[config.mk]
export PLATFORM = sky130hd
export DESIGN_NAME = char_motion_ctrl
export DESIGN_NICKNAME = d
export VERILOG_FILES = /design/src/rtl/char_motion_ctrl_pkg.sv /design/src/rtl/char_motion_ctrl_x_clamp.sv /design/src/rtl/char_motion_ctrl.sv
export SDC_FILE = /design/constraint.sdc
export NUM_CORES = 1
export LEC_CHECK = 0
export ABC_AREA = 1
export BUFFER_PORTS_ARGS = -buffer_cell sky130_fd_sc_hd__buf_2
export CAP_MARGIN = 15
export CORE_UTILIZATION = 40
export DETAILED_ROUTE_END_ITERATION = 7
export GPL_TIMING_DRIVEN = 0
export MAX_ROUTING_LAYER = met4
export PLACE_DENSITY = 0.59
export SYNTH_ARGS = -nofsm -noshare
export SYNTH_HDL_FRONTEND = slang
export SYNTH_SLANG_ARGS = --single-unit
[constraint.sdc]
create_clock -name clk -period 4 [get_ports clk]
set_input_delay 0.2 -clock clk [delete_from_list [all_inputs] [get_ports clk]]
set_output_delay 0.2 -clock clk [all_outputs]
set_load 0.005 [all_outputs]
[src/rtl/char_motion_ctrl_pkg.sv]
// char_motion_ctrl_pkg: shared game constants, character state codes and motion modes
package char_motion_ctrl_pkg;
   localparam logic [3:0] S_IDLE                = 4'd0;
   localparam logic [3:0] S_LEFT                = 4'd1;
   localparam logic [3:0] S_RIGHT               = 4'd2;
   localparam logic [3:0] S_ATTACK_WINDUP       = 4'd3;
   localparam logic [3:0] S_ATTACK_ACTIVE       = 4'd4;
   localparam logic [3:0] S_ATTACK_RECOVERY     = 4'd5;
   localparam logic [3:0] S_ATTACK_DIR_WINDUP   = 4'd6;
   localparam logic [3:0] S_ATTACK_DIR_ACTIVE   = 4'd7;
   localparam logic [3:0] S_ATTACK_DIR_RECOVERY = 4'd8;
   typedef enum logic {MODE_MOVE = 1'b0, MODE_KB = 1'b1} mode_t;
   localparam int SCR_MIN_X      = 40;
   localparam int SCR_MAX_X      = 600;
   localparam int SCR_CHAR_WIDTH = 128;
endpackage

[src/rtl/char_motion_ctrl_x_clamp.sv]
// char_motion_ctrl_x_clamp: saturating add/sub of a step, then clamp into [i_lo, i_hi]
module char_motion_ctrl_x_clamp #(
   parameter int W = 11
) (
   input  logic [W-1:0] i_x,
   input  logic [W-1:0] i_step,
   input  logic         i_sub,
   input  logic [W-1:0] i_lo,
   input  logic [W-1:0] i_hi,
   output logic [W-1:0] o_x
);
   logic [W-1:0] w_v;
   assign w_v = i_sub ? ((i_x >= i_step) ? i_x - i_step : '0) : i_x + i_step;
   assign o_x = (w_v < i_lo) ? i_lo : (w_v > i_hi) ? i_hi : w_v;
endmodule

[src/rtl/char_motion_ctrl.sv]
// char_motion_ctrl: frame-tick character x motion with wall/opponent limits and timed knockback
module char_motion_ctrl
   import char_motion_ctrl_pkg::*;
#(
   parameter int COORD_W    = 10,
   parameter int INIT_X     = 40,
   parameter int INIT_Y     = 200,
   parameter int MIN_X      = SCR_MIN_X,
   parameter int MAX_X      = SCR_MAX_X,
   parameter int CHAR_WIDTH = SCR_CHAR_WIDTH,
   parameter int STEP_FWD   = 3,
   parameter int STEP_BACK  = 2,
   parameter int KB_STEP    = 4,
   parameter int KB_FRAMES  = 8,
   parameter bit FACE_LEFT  = 1'b0
) (
   input  logic               clk,
   input  logic               rst,
   input  logic               frame_tick,
   input  logic [3:0]         state,
   input  logic [COORD_W-1:0] opp_x,
   input  logic               hit_in,
   output logic [COORD_W-1:0] char_x,
   output logic [COORD_W-1:0] char_y,
   output logic               kb_active,
   output logic               at_wall
);
   localparam int XW = COORD_W + 1;
   localparam int CW = $clog2(KB_FRAMES + 1);
   localparam logic [XW-1:0] WALL_LO = XW'(MIN_X);
   localparam logic [XW-1:0] WALL_HI = XW'(MAX_X - CHAR_WIDTH);
   localparam logic [XW-1:0] WIDTH   = XW'(CHAR_WIDTH);
   localparam logic          WALL_INIT = (INIT_X == MIN_X) || (INIT_X == MAX_X - CHAR_WIDTH);
   mode_t               r_mode, w_mode_nx;
   logic [CW-1:0]       r_cnt, w_cnt_nx;
   logic [COORD_W-1:0]  r_x, w_x_nx;
   logic                r_wall, w_wall_nx;
   logic [XW-1:0]       w_x, w_opp, w_opp_plus, w_opp_minus, w_left_lim, w_right_lim;
   logic [XW-1:0]       w_step, w_lo, w_hi, w_clamped;
   logic                w_kb, w_left, w_right, w_walk, w_sub;
   assign w_x         = {1'b0, r_x};
   assign w_opp       = {1'b0, opp_x};
   assign w_opp_plus  = w_opp + WIDTH;
   assign w_opp_minus = (w_opp >= WIDTH) ? w_opp - WIDTH : '0;
   assign w_left_lim  = (FACE_LEFT && w_opp_plus > WALL_LO) ? w_opp_plus : WALL_LO;
   assign w_right_lim = (!FACE_LEFT && w_opp_minus < WALL_HI) ? w_opp_minus : WALL_HI;
   assign w_kb        = (r_mode == MODE_KB);
   assign w_left      = (state == S_LEFT);
   assign w_right     = (state == S_RIGHT);
   // Only step when strictly inside the limit, so an overlap is never pushed further in
   assign w_walk      = (w_left && w_x > w_left_lim) || (w_right && w_x < w_right_lim);
   assign w_sub       = w_kb ? !FACE_LEFT : w_left;
   assign w_step      = w_kb ? XW'(KB_STEP) : (w_left != FACE_LEFT) ? XW'(STEP_BACK) : XW'(STEP_FWD);
   assign w_lo        = w_kb ? WALL_LO : w_left ? w_left_lim : '0;
   assign w_hi        = w_kb ? WALL_HI : w_left ? '1 : w_right_lim;
   char_motion_ctrl_x_clamp #(.W(XW)) u_clamp (
      .i_x    (w_x),
      .i_step (w_step),
      .i_sub  (w_sub),
      .i_lo   (w_lo),
      .i_hi   (w_hi),
      .o_x    (w_clamped)
   );
   always_comb begin
      w_mode_nx = r_mode;
      w_cnt_nx  = r_cnt;
      w_x_nx    = r_x;
      if (hit_in) begin
         w_mode_nx = MODE_KB;
         w_cnt_nx  = CW'(KB_FRAMES);
      end else if (frame_tick && w_kb) begin
         w_x_nx    = COORD_W'(w_clamped);
         w_cnt_nx  = r_cnt - CW'(1);
         w_mode_nx = (r_cnt == CW'(1)) ? MODE_MOVE : MODE_KB;
      end else if (frame_tick && w_walk) begin
         w_x_nx = COORD_W'(w_clamped);
      end
      w_wall_nx = ({1'b0, w_x_nx} == WALL_LO) || ({1'b0, w_x_nx} == WALL_HI);
   end
   always_ff @(posedge clk or posedge rst) begin
      if (rst) begin
         r_mode <= MODE_MOVE;
         r_cnt  <= '0;
         r_x    <= COORD_W'(INIT_X);
         r_wall <= WALL_INIT;
      end else begin
         r_mode <= w_mode_nx;
         r_cnt  <= w_cnt_nx;
         r_x    <= w_x_nx;
         r_wall <= w_wall_nx;
      end
   end
   assign char_x    = r_x;
   assign char_y    = COORD_W'(INIT_Y);
   assign kb_active = w_kb;
   assign at_wall   = r_wall;
endmodule
==> metrics.yaml <==
power:
  p_per_area_mw_per_mm2: 586.6
  leakagePower_uw: 0.001846
  ir_worst_vdd_mv: 0.3028
setup_path:
  max_stage_delay_ns: 0.39
  crit_type: "in -> reg"
  r2r-start: "kb_active"
  crit_path_start_kind: "input port"
  worstSetupStartpoint: "state[3]"
  arrival_ns: 4.01
  crit_slowest_cell: "fa_2"
  cp_max_fo: 5
  worstPathRequired_ns: 4.19
  crit_buf_inv: 4
  end_kind: "register"
  critPathTopFamily: "simple AND/OR/NAND/NOR gates"
floorplan:
  dieArea_mm2: 0.007412
  num_rows: 30
  fp.dieW_um: 86.10
  die_y_um: 86.10
  core_mm2: 0.006794
  num_io_pins: 40
  initial_utilization_pct: 41.64
cts:
  cts_made_buffers: 3
  clk_latency_ns: 0.26
  path_clk_slew_ns: 0.06
  cts_buffer_depth: 2
  root_buffer: "clkbuf_8"
  clock_sinks: 16
  cts_tree: "done"
  holdBufCountCts: 0
  cts_max_level: 1
min_path:
  hold_path_class: "in -> async"
placed_design:
  portBuffers: 29
  globalplace.congestion: 0.9183
  dp_slack_ns: -0.5857
  place_inst: 558
  dp_hpwl_um: 6144
routing:
  routedWlPerCell_um: 13.04
  routed_wl_um: 7683
  dr.pass1.iters: 5
  avgViaCountPerCell: 4.852
  ant_nets: 0
  post-route-drc-count: 0
  drt_iter0_drc: 184
  num_vias: 2858
logic_synthesis:
  synth_edf_count: 0
  synth_top_area_cell: "ha_1"
  yosysSeqAreaShare_pct: 14.29
  synth.top_cell.area_share_pct: 13.27
  netlist_area_mm2: 0.002829
  synth-seq-cells: 16
  syn_inst: 424
  synth.area.top_cells: "ha_1 13%, nand2_1 13%, dfrtp_1 11%, inv_1 7.0%, nand3_1 6.2%"
  async_reset_ff_share_pct: 100.0
  yosysUniqueCellTypes: 46
  synth-main-ff-cell: "dfrtp_1"
  syn_avg_cell_area_um2: 6.672
  yosysWarningCount: 0
global_routing:
  grt-ovfl-total: 0
  grt.total_usage_pct: 21.39
  grt_start_max_net_pins: 17
  grt_pass1_vias: 2599
  antenna_found_initial: 0
  grt_pass1_wl_um: 12200
timing:
  layout_worst_path_cycle_share_pct: 95.35
  fmax_ghz: 0.2622
  period_minus_slack_ns: 3.814
  setup_violations: 0
  slew_viol_final: 0
  finalHoldViolCount: 0
  fin_skew_ns: 0.007831
  relSlewSlack_pct: 60.25
  worst_pin_slew_ns: 0.5956
  fin_ws_ns: 0.1862
cells_and_area:
  final_net_count: 544
  finish.utilization_pct: 52.60
  instances_no_fill: 589
  drive_above_1_share_pct: 37.32
  n_antenna_cell: 0
  syn2layout_area_growth_pct: 26.32
outcome:
  status: "finished, final reports clean"
job:
  maxCapViolations: 0
repair_timing:
item | 4_1_cts | 5_1_grt
resized for setup | 19 | 38
buffers inserted | 7 | 19
gates cloned | 1 | 1
pin swaps | 4 | 22
endpoints found under the setup margin | 11 | 7
cell usage after synthesis (10+ instances only):
cell type  number
buf_4          10
nand2_2        20
dfrtp_1        13
nor2_4         10
ha_1           30
o21ai_0        16
a21oi_1        19
inv_1          53
nor2_1         36
nand2_1        97
nand3_1        35
kinds of logic (layout without fill, tap and decap cells):
family                   after synthesis  in the layout  share of synthesized area, %
other                                  2             11                        0.2655
AO/OA/AOI/OAI                         55             55                         12.21
adder cells (fa/ha/maj)               32             32                         14.68
XOR/XNOR                               9              9                         2.787
flip-flops                            16             16                         14.29
AND/OR/NAND/NOR                      228            228                         41.71
buffers and inverters                 82            142                         14.06
path summary, 6_finish.rpt:
check                            end  slack, ns  cells past startpoint
max                          at_wall       0.19                     28
max in group asynchronous  kb_active       3.58                      2
min                         r_cnt[0]      0.003                      2
min reg2reg                 r_cnt[3]       0.51                      1
min in group clk            r_cnt[0]       0.17                      2
max reg2reg                  at_wall       0.20                     25
state kept, by name (all words and copies together), names as in the netlist:
| signal | cells |
|---|---|
| at_wall | 1 |
| r_cnt | 4 |
| char_x | 10 |
| kb_active | 1 |
layer usage:
| layer | part of all wire [%] | global-route usage (%) | wire (um) |
|---|---|---|---|
| met5 | 0 | - | 0 |
| met4 | 1.4 | 5.606 | 108 |
| met3 | 2.2 | 0.7700 | 172 |
| met1 | 49 | 28.35 | 3734 |
| met2 | 48 | 35.79 | 3667 |
final cells by class:
cell class                      count  area [um^2]
Buffer                             15        143.9
Clock buffer                        4        45.04
Fill cell                         707         3221
Inverter                           66        264.0
Multi-Input combinational cell    335         2226
Sequential cell                    16        405.4
Tap cell                           96        120.1
Timing Repair Buffer               56        365.4
Timing Repair inverter              1        3.754
report_power, final:
part	total [uW]	switching, uW	leakage [uW]	internal [uW]
combinational	1650	981	0.00165	668
sequential	322	105	0.000177	216
clock	126	54.9	0.0000228	70.7
total	2100	1140	0.00185	955
layout by cell type (no fill, tap or decap), types with 12 or more instances in the layout:
cell type   n
a21oi_1    16
buf_2      29
buf_4      36
dfrtp_1    12
ha_1       25
inv_1      51
nand2_1    86
nand2_2    30
nand3_1    29
nor2_1     33
stage by stage:
step | setup TNS (ns) | area [um^2] | hold WS [ns] | power, uW
finish | 0 | 3573 | 0.002710 | 2096
floorplan | 0 | 2863 | 0.1116 | 1262
global placement | -3.279 | 3128 | 0.2909 | 1596
CTS | 0 | 3282 | 0.02566 | 1826
global route | -0.05697 | 3573 | 0.07635 | 2290
detailed placement | -3.337 | 3128 | 0.3051 | 1600
Power figures use the tool's default switching activity.
